[src/rtl/svga_timing_pkg.sv]
// Shared display-timing constants and helpers.
// Pixel generators reuse these to stay in step with svga_timing.
package svga_timing_pkg;

   localparam int unsigned DEF_H_ACTIVE = 800;
   localparam int unsigned DEF_H_FP     = 40;
   localparam int unsigned DEF_H_SYNC   = 128;
   localparam int unsigned DEF_H_BP     = 88;
   localparam int unsigned DEF_V_ACTIVE = 600;
   localparam int unsigned DEF_V_FP     = 1;
   localparam int unsigned DEF_V_SYNC   = 4;
   localparam int unsigned DEF_V_BP     = 23;

   localparam int unsigned HCOUNT_W = 11;
   localparam int unsigned VCOUNT_W = 10;

   function automatic int unsigned timing_total(input int unsigned active, input int unsigned fp,
                                                input int unsigned sync, input int unsigned bp);
      return active + fp + sync + bp;
   endfunction

   function automatic int unsigned sync_start(input int unsigned active, input int unsigned fp);
      return active + fp;
   endfunction

   function automatic int unsigned sync_end(input int unsigned active, input int unsigned fp,
                                            input int unsigned sync);
      return active + fp + sync;
   endfunction

   localparam int unsigned DEF_H_TOTAL = timing_total(DEF_H_ACTIVE, DEF_H_FP, DEF_H_SYNC, DEF_H_BP);
   localparam int unsigned DEF_V_TOTAL = timing_total(DEF_V_ACTIVE, DEF_V_FP, DEF_V_SYNC, DEF_V_BP);

endpackage

[src/rtl/svga_timing.sv]
// Free-running raster counters with registered sync/blank/frame_start, all aligned to hcount/vcount.
// Outputs describe the position they are presented with; no backpressure, runs every pixel clock.
module svga_timing
   import svga_timing_pkg::*;
#(
   parameter int unsigned H_ACTIVE = DEF_H_ACTIVE,
   parameter int unsigned H_FP     = DEF_H_FP,
   parameter int unsigned H_SYNC   = DEF_H_SYNC,
   parameter int unsigned H_BP     = DEF_H_BP,
   parameter int unsigned V_ACTIVE = DEF_V_ACTIVE,
   parameter int unsigned V_FP     = DEF_V_FP,
   parameter int unsigned V_SYNC   = DEF_V_SYNC,
   parameter int unsigned V_BP     = DEF_V_BP,
   parameter bit          SYNC_POL = 1'b1
) (
   input  logic                clk,
   input  logic                reset,
   output logic [HCOUNT_W-1:0] hcount,
   output logic [VCOUNT_W-1:0] vcount,
   output logic                hsync,
   output logic                vsync,
   output logic                blank,
   output logic                frame_start
);

   localparam int unsigned H_TOTAL = timing_total(H_ACTIVE, H_FP, H_SYNC, H_BP);
   localparam int unsigned V_TOTAL = timing_total(V_ACTIVE, V_FP, V_SYNC, V_BP);

   localparam logic [HCOUNT_W-1:0] H_LAST   = HCOUNT_W'(H_TOTAL - 1);
   localparam logic [VCOUNT_W-1:0] V_LAST   = VCOUNT_W'(V_TOTAL - 1);
   localparam logic [HCOUNT_W-1:0] H_VIS    = HCOUNT_W'(H_ACTIVE);
   localparam logic [VCOUNT_W-1:0] V_VIS    = VCOUNT_W'(V_ACTIVE);
   localparam logic [HCOUNT_W-1:0] HS_START = HCOUNT_W'(sync_start(H_ACTIVE, H_FP));
   localparam logic [HCOUNT_W-1:0] HS_END   = HCOUNT_W'(sync_end(H_ACTIVE, H_FP, H_SYNC));
   localparam logic [VCOUNT_W-1:0] VS_START = VCOUNT_W'(sync_start(V_ACTIVE, V_FP));
   localparam logic [VCOUNT_W-1:0] VS_END   = VCOUNT_W'(sync_end(V_ACTIVE, V_FP, V_SYNC));

   logic                h_wrap;
   logic                v_wrap;
   logic [HCOUNT_W-1:0] h_nxt;
   logic [VCOUNT_W-1:0] v_nxt;

   always_comb begin
      h_wrap = (hcount == H_LAST);
      v_wrap = (vcount == V_LAST);
      h_nxt  = h_wrap ? '0 : hcount + HCOUNT_W'(1);
      v_nxt  = vcount;
      if (h_wrap) begin
         v_nxt = v_wrap ? '0 : vcount + VCOUNT_W'(1);
      end
   end

   // Flags are decoded from the next position so they land in the same cycle as the counters.
   always_ff @(posedge clk or posedge reset) begin
      if (reset) begin
         hcount      <= '0;
         vcount      <= '0;
         hsync       <= ~SYNC_POL;
         vsync       <= ~SYNC_POL;
         blank       <= 1'b0;
         frame_start <= 1'b0;
      end else begin
         hcount      <= h_nxt;
         vcount      <= v_nxt;
         hsync       <= (h_nxt >= HS_START && h_nxt < HS_END) ? SYNC_POL : ~SYNC_POL;
         vsync       <= (v_nxt >= VS_START && v_nxt < VS_END) ? SYNC_POL : ~SYNC_POL;
         blank       <= (h_nxt >= H_VIS) || (v_nxt >= V_VIS);
         frame_start <= h_wrap && v_wrap;
      end
   end

endmodule

[config.mk]
export PLATFORM = sky130hd
export DESIGN_NAME = svga_timing
export DESIGN_NICKNAME = d
export VERILOG_FILES = /design/src/rtl/svga_timing_pkg.sv /design/src/rtl/svga_timing.sv
export SDC_FILE = /design/constraint.sdc
export NUM_CORES = 1
export LEC_CHECK = 0
export ABC_CLOCK_PERIOD_IN_PS = 2550
export CAP_MARGIN = 20
export CORE_MARGIN = 1
export CORE_UTILIZATION = 40
export DETAILED_ROUTE_END_ITERATION = 7
export GPL_TIMING_DRIVEN = 0
export REMOVE_ABC_BUFFERS = 1
export SETUP_SLACK_MARGIN = 0.5
export SLEW_MARGIN = 20
export SYNTH_ARGS = -nofsm -noshare
export SYNTH_HDL_FRONTEND = slang
export SYNTH_SLANG_ARGS = --single-unit
[constraint.sdc]
create_clock -name clk -period 2.55 [get_ports clk]
set_input_delay 0.3825 -clock clk [delete_from_list [all_inputs] [get_ports clk]]
set_output_delay 0.3825 -clock clk [all_outputs]
set_load 0.005 [all_outputs]
== After elaboration in Yosys (flattened, before gate mapping) ==
Index checks and enable logic that the tools add are counted.
Cells by class
  $add $sub $neg: 2
  $mul: 0
  divide/modulo/power cells: 0
  order comparisons: 6
  eq/ne operators: 2
  shifts and indexed selects: 0
  muxes and demuxes: 5
  bitwise operators: 0
  reductions and logical operators: 4
Operators with widths (count)
  $ge A11 B10 Y1 const B: 2
  $ge A10 B10 Y1 const B: 2
  $mux W10: 2
  $add A11 B1 Y11 const B: 1
  $eq A11 B11 Y1 const B: 1
  $lt A11 B10 Y1 const B: 1
  $mux W11: 1
  $add A10 B1 Y10 const B: 1
  $eq A10 B10 Y1 const B: 1
  $lt A10 B10 Y1 const B: 1
  $logic_and A1 B1 Y1: 3
  $mux W1: 2
  $logic_or A1 B1 Y1: 1
Word-level totals
  register bits after elaboration: 25
  bits in latches: 0
  RAM bits: 0
  memory bits (read-only): 0
  bits of input ports: 2
  output and inout port bits: 25
  logic and storage cells: 25
  memories kept: 0

== Depth between registers and ports, before layout ==
Gate-level depths: netlist (run 1).
  depth in word-level cells: 6
  mapped depth: 9
  depth with buffers taken out: 7

== Least setup slack after synthesis (run 1) ==
No wires, ideal clock.
  path kind: reg-to-reg
  start point: reg vcount[0]
  end point: reg blank
  data arrival time: 1.938 ns
  path slack: 0.471 ns
  stages on the path, launching flop included: 8
  path buffers: 0
  period minus slack after synthesis: 2.079 ns
  cells stage by stage: dfrtp_1 > ha_1 > or4b_4 > nor3_4 > o211ai_2 > a21o_1 > o211ai_2 > o2111ai_2
Between the ends
  cells in the longest elaborated chain, start to end: 5
Ends and longest elaborated chain
  start, declared: RTL line svga_timing.sv:19  | output logic [VCOUNT_W-1:0] vcount,
  start signal, assigned: RTL line svga_timing.sv:64  | vcount <= v_nxt;
  $add A10 B1 Y10 / $eq A10 B10 Y1 (equally long branches): RTL line svga_timing.sv:49, svga_timing.sv:45
  $mux W10 *: RTL line svga_timing.sv:49  | v_nxt = v_wrap ? '0 : vcount + VCOUNT_W'(1);
  $mux W10 *: RTL line svga_timing.sv:48  | if (h_wrap) begin
  via v_nxt[6]: RTL line svga_timing.sv:41  | logic [VCOUNT_W-1:0] v_nxt;
  $ge A10 B10 Y1 *: RTL line svga_timing.sv:67  | blank <= (h_nxt >= H_VIS) || (v_nxt >= V_VIS);
  $logic_or A1 B1 Y1 *: RTL line svga_timing.sv:67
  end signal, assigned: RTL line svga_timing.sv:67
  end, declared: RTL line svga_timing.sv:22  | output logic blank,
The timed path passes the listed nets; every way through them passes the cells marked *.

== Final worst setup path (run 1) ==
  start point: reg vcount[1]
  end point: reg vcount[0]
Between the ends
  cells in the longest elaborated chain, start to end: 3
Ends and longest elaborated chain
  $eq A10 B10 Y1: RTL line svga_timing.sv:45  | v_wrap = (vcount == V_LAST);
  $mux W10: RTL line svga_timing.sv:49
  $mux W10: RTL line svga_timing.sv:48
  via v_nxt[0]: RTL line svga_timing.sv:41
The timed path passes the listed nets, and every way through them passes these cells.

==> metrics.md, run 1 <==
| Metric | Value |
|---|---|
| Hold_buf cts | `0` |
| Slew headroom | `0.674` |
| # port buffers | `26` |
| Max cap viols | `0` |
| Clock Pin Slew Worst Setup and Hold Paths | `0.09 ns` |
| Worst hold path class | `in2async` |
| Vias | `1,275` |
| Peak VDD IR | `198 uV` |
| DP Worst Slack | `0.0839 ns` |
| Critical path fanouts, max | `4` |
| Grt met3 use | `0.0308` |
| Setup_tns | `0 ns` |
| Worst-Margin Slew | `just under 0.5 ns` |
| Layout cells sized above 1 | `0.263` |
| CTS tree | `built` |
| Top FF cell, synth | `dfrtp_1` |
| Post-route antenna net violation count | `0` |
| Flop-to-flop setup slack | `0.59 ns` |
| R2R cell count | `6` |
| IO Pins | `27` |
| Most area-consuming cells after synthesis | `dfrtp_1 (42%), xnor2_1 (5.8%), nand2_1 (4.3%), xor2_1 (4.1%), nand3_1 (3.7%)` |
| Top-count cell post-synth | `dfrtp_1` |
| # setup viols final | `0` |
| DP HPWL | `2.27 mm` |
| Starting density of the core | `0.432` |
| Fin nets | `around 200` |
| Worst path arrival time | `2.13 ns` |
| Status | `finished, final reports clean` |
| DRC viols | `0` |
| Total grt overflow | `0` |
| Hold Violations, Final | `0` |
| CP required | `2.72 ns` |
| Row count | `21` |
| Total core area | `0.00347 mm2` |
| RSZ-0062 raised after global routing | `yes` |
| Critical Path Start Type | `flop` |
| Worst flop-to-flop path startpoint | `vcount[1]` |
| Clk_skew | `around 0.0017 ns` |
| Global Route Usage Sum | `0.180` |
| Synth warnings | `0` |
| Peak Freq | `around 510 MHz` |
| Vias/cell | `5.40` |
| Critical Path Source | `vcount[1]` |
| Post-synth EDFFs | `0` |
| #FFs+latches synth | `25` |
| P_leak | `0.823 nW` |
| GPL Wtd Cong | `0.804` |
| Post-Route WL | `approximately 3.4 mm` |
| PD cells | `327 mW/mm2` |
| PnR worst setup slack | `0.588 ns` |
| Distinct cells, synth | `48` |
| Global-route wire length before repair | `between 5 and 6 mm` |
| Global Route met2 Usage | `0.278` |
| Clk buf depth | `2` |
| GR peak layer | `met2` |
| Slew Limit Fails | `0` |
| Post-synth top area cell | `dfrtp_1` |
| Leading cell types by count after synthesis | `dfrtp_1 (25), nand2_1 (17), nor2_1 (12)` |
| Final core utilization | `0.575` |
| RR Endpoint | `vcount[0]` |
| Area of the die | `0.00399 mm2` |
| Clock Latency Late Sink | `0.27 ns` |
| Final period util | `0.769` |
| Vias in the first global route | `1,217` |
| Met1 usage | `0.257` |
| Mapped Cells | `152` |
| Synth Cell Area | `0.00150 mm2` |
| Die width | `63.2 um` |
| Post-synth ARST share | `1.00` |
| Diodes inserted | `0` |
| Initial antenna violation count | `0` |
| DR WL/cell | `approximately 14 um` |
| Die H | `63.2 um` |
| TritonCTS buffer count | `3` |
| # fillers | `approximately 320` |
| Crit Path Class | `reg2reg` |
| Sequential element share of the synthesized area | `0.418` |
| Largest net degree at the start of global routing | `26` |
| Min Clock Period, post-route | `just under 2 ns` |
| Syn Area/Cell | `9.85 um2` |
| Share of the synthesized area in the top cell type | `0.418` |
| First-pass DRT Iterations | `4` |
| Initial DRC count | `45` |
| Clock root buffer | `clkbuf_8` |
| CTS sink count | `25` |
| Clock H-tree levels | `1` |
| Area Overhead vs Synth | `33.2%` |
| Worst setup endpoint | `vcount[0]` |
| Critical Path End Type | `flop` |
## cells by family after synthesis
group,count (synthesis),synth area share
flops,25,0.418
fa+ha+maj,2,0.0167
xor+xnor,17,0.0994
simple gates,68,0.267
mux,1,0.00752
compound gates,30,0.147
buf+inv,9,0.0443
## per-stage QoR
stage	power, W	cell area [um2]	hold slack [ns]	cells
final	0.000652	2000	0.419	236
after global routing	0.000678	2000	0.457	236
after CTS	0.000656	1920	0.550	229
after detailed placement	0.000414	1760	0.540	217
after global placement	0.000414	1760	0.536	217
after floorplan	0.000410	1440	0.410	145
## per-layer routing
metal / wire (um) / part of all wire
met1: 1660 / 0.49
met2: 1570 / 0.46
met3: 118 / 0.035
met4: 34 / 0.010
met5: 0 / 0
## worst max-delay path, cell delays in order (launching register included)
cell and delay [ns]:
dfrtp_2 0.41, ha_4 0.16, or4b_4 0.47, nor3_4 0.26, buf_4 0.17, a21oi_2 0.09
mux2_2 0.29
## worst min path at each step
stage               from         to  slack, ns  cells after the start
2_1_floorplan      reset      blank       0.41                      1
3_3_place_gp   hcount[0]  hcount[0]       0.54                      1
3_5_place_dp   hcount[0]  hcount[0]       0.54                      1
4_1_cts        hcount[0]  hcount[1]       0.55                      1
5_1_grt            reset  vcount[4]       0.46                      2
6_report           reset  vcount[4]       0.42                      2
## sequential cells by signal, summed over array words and instances, names as in the netlist
register	flops
blank	1
frame_start	1
hcount	11
hsync	1
vcount	10
vsync	1
## layout make-up
cell class,count,area (um2),area share
flip-flops and latches,25,638,0.320
multi-input cells,118,867,0.434
repair buffers,41,380,0.191
inverters,2,7.51,0.00376
clock buffers,4,45.0,0.0226
well taps,46,57.6,0.0288
## cell usage in the layout (no fill, tap or decap), types with 3 or more instances in the layout
cell type        instances
dfrtp_1                 15
nor3_1                   3
dfrtp_2                 10
nor2_1                  12
o21ai_0                  5
xor2_1                   7
xnor2_1                 10
nand3_1                 10
buf_4                   14
nand2_1                 17
a21oi_1                  4
clkbuf_8                 3
clkdlybuf4s50_1         26
and3_1                   4
## repair_timing
| item | CTS | global route |
|---|---|---|
| endpoints found under the hold margin | 0 | 0 |
| pin swaps | 1 | 10 |
| setup endpoints to repair | 9 | 4 |
| buffers inserted | 8 | 6 |
| gates resized for setup | 16 | 8 |
## where the power goes
group | internal (W) | switching, W | total (W)
logic | 0.00000352 | 0.00000795 | 0.0000115
clock network | 0.000112 | 0.000133 | 0.000245
registers | 0.000396 | 0 | 0.000396
total | 0.000511 | 0.000141 | 0.000652
Power figures use the tool's default switching activity.
==> run 2: changes to the inputs <==
--- a/config.mk
+++ b/config.mk
@@ -5,7 +5,7 @@
 export SDC_FILE = /design/constraint.sdc
 export NUM_CORES = 1
 export LEC_CHECK = 0
-export ABC_CLOCK_PERIOD_IN_PS = 2550
+export ABC_CLOCK_PERIOD_IN_PS = 2000
 export CAP_MARGIN = 20
 export CORE_MARGIN = 1
 export CORE_UTILIZATION = 40
==> constraint.sdc (replaced) <==
create_clock -name clk -period 2 [get_ports clk]
set_input_delay 0.3 -clock clk [delete_from_list [all_inputs] [get_ports clk]]
set_output_delay 0.3 -clock clk [all_outputs]
set_load 0.005 [all_outputs]
==> metrics.md, run 2 (synthesis results as in run 1) <==
| Metric | Value |
|---|---|
| IO Pins | `27 (unchanged)` |
| Layout Cells excl Fill | `271 (+15%)` |
| Max reg flops | `11 (unchanged)` |
| Placed cell areas | `0.00176 mm2 (unchanged)` |
| Max cap viols | `0 (unchanged)` |
| Flop-to-flop setup slack | `0.10 ns (-0.49 ns)` |
| PnR worst setup slack | `0.100 ns (-0.488 ns)` |
| DRC viols | `0 (unchanged)` |
| Diodes inserted | `0 (unchanged)` |
| DP Worst Slack | `-0.466 ns (-0.550 ns)` |
| CTS sink count | `25 (unchanged)` |
| Top flop regs | `hcount: 11 flops, vcount: 10 flops` |
| P_leak | `1.14 nW (+38%)` |
| Post-route antenna net violation count | `0 (unchanged)` |
| Fin nets | `230 (+18%)` |
| CTS tree | `built` |
| Critical Path End Type | `flop` |
| Vias/cell | `5.47 (+1.2%)` |
| Post-Route WL | `4.35 mm (+29%)` |
| Commonest non-fill, non-tap cell in the layout | `buf_4` |
| Clock H-tree levels | `1 (unchanged)` |
| TritonCTS buffer count | `3 (unchanged)` |
| Initial antenna violation count | `0 (unchanged)` |
| RR Endpoint | `blank` |
| Area of the multi-input gates | `941 um2 (+8.5%)` |
| Status | `finished, final reports clean` |
| Slew Limit Fails | `0 (unchanged)` |
| RSZ-0062 raised after global routing | `yes` |
| Clock root buffer | `clkbuf_8` |
| Final core utilization | `0.689 (+0.113)` |
| Most frequent cells in the layout | `buf_4 (36), nand2_1 (17), dfrtp_2 (17), dlygate4sd2_1 (15), buf_6 (13)` |
| Peak Freq | `526 MHz (+3.3%)` |
| Total grt overflow | `0 (unchanged)` |
| Slew headroom | `0.688 (+0.0132)` |
| Metal2 WL | `2.19 mm (+40%)` |
| Crit Path Class | `reg2reg` |
| PD cells | `351 mW/mm2 (+7.3%)` |
| Buf/Inv on CP | `0 (-1)` |
| CP max stage cell | `or4b_4` |
| Clk_skew | `0.00177 ns (+0.0000244 ns)` |
| Critical Path Start Type | `flop` |
| Critical Path Source | `vcount[0]` |
| Vias in the first global route | `1,464 (+20%)` |
| Area of the die | `0.00399 mm2 (unchanged)` |
| Detail Route met3 WL | `183 um (+55%)` |
| Largest Register | `hcount` |
| Die H | `63.2 um (unchanged)` |
| Starting density of the core | `0.432 (unchanged)` |
| WL met1 | `1.94 mm (+17%)` |
| Design Area, Final | `0.00239 mm2 (+20%)` |
| Die width | `63.2 um (unchanged)` |
| # port buffers | `26 (unchanged)` |
| Register area | `647 um2 (+1.4%)` |
| Hold Violations, Final | `0 (unchanged)` |
| Dpl cells | `217 (unchanged)` |
| DR top layer | `met4` |
| Clock Pin Slew Worst Setup and Hold Paths | `0.09 ns (about the same)` |
| DR WL/cell | `16.0 um (+12%)` |
| Worst hold path class | `in2async` |
| # fillers | `281 (-13%)` |
| Layout cells sized above 1 | `0.444 (+0.181)` |
| Peak VDD IR | `289 uV (+47%)` |
| Clk buf depth | `2 (unchanged)` |
| Clock Latency Late Sink | `0.27 ns (about the same)` |
| Total core area | `0.00347 mm2 (unchanged)` |
| CP Cell Sequence | `ha_4 -> or4b_4 -> nor3_4 -> o211ai_2 -> a21o_1 -> o211ai_2 -> o2111ai_2` |
| Largest net degree at the start of global routing | `26 (unchanged)` |
| R2R cell count | `7 (+1)` |
| Area Overhead vs Synth | `59.5%` |
| GPL Wtd Cong | `0.804 (unchanged)` |
| Critical Path Most Common Cell | `o211ai_2` |
| Worst-Margin Slew | `0.468 ns (-0.0197 ns)` |
| Vias | `1,482 (+16%)` |
| Hold_buf cts | `0 (unchanged)` |
| First-pass DRT Iterations | `4 (unchanged)` |
| Initial DRC count | `101 (+120%)` |
| Row count | `21 (unchanged)` |
| # setup viols final | `0 (unchanged)` |
| CP required | `2.14 ns (-0.58 ns)` |
| Global Route Usage Sum | `0.232 (+0.0523)` |
| Worst path arrival time | `2.04 ns (-0.09 ns)` |
| Min Clock Period, post-route | `1.90 ns (-0.0625 ns)` |
| Critical path fanouts, max | `4 (unchanged)` |
| CP delay by family, top | `simple AND/OR/NAND/NOR gates` |
| DP HPWL | `2.27 mm (unchanged)` |
| Max stage delay on crit path | `0.47 ns (about the same)` |
| Worst flop-to-flop path startpoint | `vcount[0]` |
| Final period util | `0.950 (+0.180)` |
| Global-route wire length before repair | `7.30 mm (+26%)` |
-- run 2: final cells by class --
cell class / count / area share
inverters: 2 / 0.00314
well taps: 46 / 0.0241
flip-flops and latches: 25 / 0.271
clock buffers: 4 / 0.0189
multi-input cells: 118 / 0.394
repair buffers: 76 / 0.289
-- run 2: power by group --
part           switching (W)  internal, W
sequential                 0     0.000505
clock               0.000171     0.000143
combinational      0.0000112   0.00000721
total               0.000182     0.000655
-- run 2: how the worst max path moves through the flow --
stage                       end  slack [ns]  cells past startpoint
after floorplan           blank       -0.13                      7
after global placement    blank       -0.47                      7
after detailed placement  blank       -0.47                      7
after CTS                 blank        0.13                      7
after global routing      blank        0.02                      7
final                     blank        0.10                      7
-- run 2: repair_timing --
item,4_1_cts,5_1_grt
pin swaps,20,1
setup buffers,46,3
setup endpoints to repair,40,17
gates resized for setup,71,10
-- run 2: per-layer routing --
layer / vias up / global-route usage
met4: 0 / 0.0597
met2: 48 / 0.395
met1: 735 / 0.309
met3: 4 / 0.0326
li1: 695 / -
met5: - / 0
-- run 2: metrics by stage --
stage	hold slack [ns]	TNS [ns]	power [W]
final	0.327	0	0.000837
after global routing	0.357	0	0.000870
after CTS	0.538	0	0.000837
after detailed placement	0.540	-1.99	0.000528
after global placement	0.536	-1.72	0.000528
after floorplan	0.327	-0.167	0.000523
==> run 3: changes to the inputs <==
--- a/config.mk
+++ b/config.mk
@@ -7,9 +7,10 @@
 export LEC_CHECK = 0
 export ABC_CLOCK_PERIOD_IN_PS = 2000
 export CAP_MARGIN = 20
-export CORE_MARGIN = 1
+export CORE_MARGIN = 5
 export CORE_UTILIZATION = 40
 export DETAILED_ROUTE_END_ITERATION = 7
+export DONT_BUFFER_PORTS = 1
 export GPL_TIMING_DRIVEN = 0
 export REMOVE_ABC_BUFFERS = 1
 export SETUP_SLACK_MARGIN = 0.5
==> metrics.md, run 3 (synthesis results as in run 1) <==
| Metric | Value |
|---|---|
| Fin nets | `174 (-24%)` |
| Critical path fanouts, max | `7 (+3)` |
| TritonCTS buffer count | `3 (unchanged)` |
| Clk_skew | `0.00122 ns (-0.000547 ns)` |
| # setup viols final | `0 (unchanged)` |
| Register area | `637 um2 (-1.5%)` |
| DP HPWL | `2.29 mm (+0.81%)` |
| Vias | `1,219 (-18%)` |
| CTS sink count | `25 (unchanged)` |
| Critical Path Start Type | `flop` |
| CTS tree | `built` |
| Top flop regs | `hcount: 11 flops, vcount: 10 flops` |
| Slew Limit Fails | `0 (unchanged)` |
| Starting density of the core | `0.412 (-0.0196)` |
| First-pass DRT Iterations | `5 (+1)` |
| Comb power frac | `0.022 (about the same)` |
| Peak Freq | `508 MHz (-3.4%)` |
| Area Overhead vs Synth | `26.5%` |
| Row count | `22 (+4.8%)` |
| Vias in the first global route | `1,176 (-20%)` |
| PD cells | `432 mW/mm2 (+23%)` |
| Net switching power | `0.000168 W (-7.7%)` |
| Total grt overflow | `0 (unchanged)` |
| Clk buf depth | `2 (unchanged)` |
| Area of the multi-input gates | `931 um2 (-1.1%)` |
| Worst path arrival time | `2.11 ns (+0.07 ns)` |
| Buf/Inv on CP | `0 (unchanged)` |
| Part of the power in the clock network | `0.362 (-0.013)` |
| Max cap viols | `0 (unchanged)` |
| # port buffers | `0 (-100%)` |
| Internal power | `0.000651 W (-0.63%)` |
| Total core area | `0.00363 mm2 (+4.8%)` |
| Most frequent cells in the layout | `nand2_1 (16), dfrtp_1 (16), nor2_1 (10), xnor2_1 (10), buf_4 (10)` |
| Slew headroom | `0.697 (+0.00897)` |
| CP required | `2.14 ns (about the same)` |
| CP Cell Sequence | `or4b_4 -> nor3_4 -> o211ai_2 -> a21o_1 -> o211ai_2 -> o2111ai_2` |
| Post-Route WL | `3.47 mm (-20%)` |
| Max reg flops | `11 (unchanged)` |
| Die width | `71.2 um (+13%)` |
| Max stage delay on crit path | `0.59 ns (+0.12 ns)` |
| Vias/cell | `5.62 (+2.7%)` |
| Sw Share | `0.205 (-0.0124)` |
| Largest Register | `hcount` |
| Critical Path End Type | `flop` |
| Peak VDD IR | `206 uV (-29%)` |
| Initial antenna violation count | `0 (unchanged)` |
| Diodes inserted | `0 (unchanged)` |
| Min Clock Period, post-route | `1.97 ns (+0.0671 ns)` |
| DR WL/cell | `16.0 um (-0.21%)` |
| Final period util | `0.983 (+0.0336)` |
| GR peak layer | `met2` |
| CP delay by family, top | `simple AND/OR/NAND/NOR gates` |
| Layout cells sized above 1 | `0.379 (-0.0657)` |
| Area of the die | `0.00507 mm2 (+27%)` |
| IO Pins | `27 (unchanged)` |
| Global Route Usage Sum | `0.139 (-0.0934)` |
| Clock H-tree levels | `1 (unchanged)` |
| Crit Path Class | `reg2reg` |
| Final total power | `0.000819 W (-2.2%)` |
| Sequential fraction of design power | `0.616 (+0.013)` |
| GPL Wtd Cong | `0.812 (+1.1%)` |
| Initial DRC count | `87 (-14%)` |
| Hold Violations, Final | `0 (unchanged)` |
| Clock root buffer | `clkbuf_8` |
| Global Route met2 Usage | `0.234 (-0.161)` |
| Status | `finished, final reports clean` |
| Grt met3 use | `0.0341 (+0.00148)` |
| Global-route wire length before repair | `5.78 mm (-21%)` |
| Clock Latency Late Sink | `0.26 ns (about the same)` |
| Met1 usage | `0.176 (-0.132)` |
| Worst-Margin Slew | `0.455 ns (-0.0134 ns)` |
| Largest net degree at the start of global routing | `26 (unchanged)` |
| Critical Path Most Common Cell | `o211ai_2` |
| Die H | `71.2 um (+13%)` |
| DRC viols | `0 (unchanged)` |
| Worst hold path class | `in2async` |
| Final core utilization | `0.521 (-0.167)` |
| CP max stage cell | `or4b_4` |
| # fillers | `333 (+19%)` |
| Clock Pin Slew Worst Setup and Hold Paths | `0.09 ns (about the same)` |
| RSZ-0062 raised after global routing | `yes` |
| Post-route antenna net violation count | `0 (unchanged)` |
| P_leak | `0.810 nW (-29%)` |
run 3: changes by cell type in the layout (fill, tap and decap cells not counted), sizes merged:
cell	delta
dlygate4sd3	+1
clkdlybuf4s50	-7
buf	-31
clkdlybuf4s15	-2
dlymetal6s2s	-2
clkinv	+1
clkbuf	-1
dlygate4sd2	-15
run 3: per-stage QoR:
step / hold WS (ns) / setup WS, ns / cells / cell area [um2] / TNS, ns
floorplan: 0.327 / -0.126 / 145 / 1440 / -0.167
global placement: 0.458 / -0.495 / 193 / 1500 / -1.75
detailed placement: 0.461 / -0.465 / 193 / 1500 / -1.74
CTS: 0.160 / 0.0849 / 212 / 1770 / 0
global route: 0.499 / -0.0611 / 217 / 1890 / -0.115
finish: 0.473 / 0.0332 / 217 / 1890 / 0
run 3: what timing repair did:
action / CTS / global route
hold buffers: 0 / 1
endpoints found under the setup margin: 19 / 19
pin swaps: 16 / 9
endpoints found under the hold margin: 0 / 9
buffers inserted: 15 / 3
resized for setup: 34 / 13
run 3: power groups by stage:
stage | combinational (W) | clock (W) | sequential [W]
2_1_floorplan | 0.00000751 | 0 | 0.000515
3_3_place_gp | 0.0000105 | 0 | 0.000515
3_5_place_dp | 0.0000106 | 0 | 0.000515
4_1_cts | 0.0000105 | 0.000307 | 0.000505
5_1_grt | 0.0000206 | 0.000338 | 0.000505
6_report | 0.0000178 | 0.000296 | 0.000505
run 3: per-layer routing:
layer / vias up / share of wire / routed length [um]
li1: 584 / - / -
met1: 596 / 0.43 / 1490
met2: 33 / 0.50 / 1740
met3: 6 / 0.056 / 196
met4: 0 / 0.013 / 46
met5: - / 0 / 0
run 3: worst paths after layout:
| check | to | slack [ns] | depth (start not counted) | from |
|---|---|---|---|---|
| min reg2reg | hcount[0] | 0.54 | 1 | hcount[0] |
| min in group clk | hcount[0] | 0.54 | 1 | hcount[0] |
| max in group asynchronous | vcount[0] | 1.08 | 3 | reset |
| max | blank | 0.03 | 6 | vcount[8] |
| max reg2reg | blank | 0.03 | 6 | vcount[8] |
| min | blank | 0.47 | 2 | reset |
run 3: final cells by class:
type / instances / area share
Inverter: 2 / 0.00396
Clock buffer: 3 / 0.0218
Clock inverter: 1 / 0.00264
Timing Repair Buffer: 20 / 0.112
Tap cell: 48 / 0.0317
Multi-Input combinational cell: 118 / 0.491
Sequential cell: 25 / 0.336
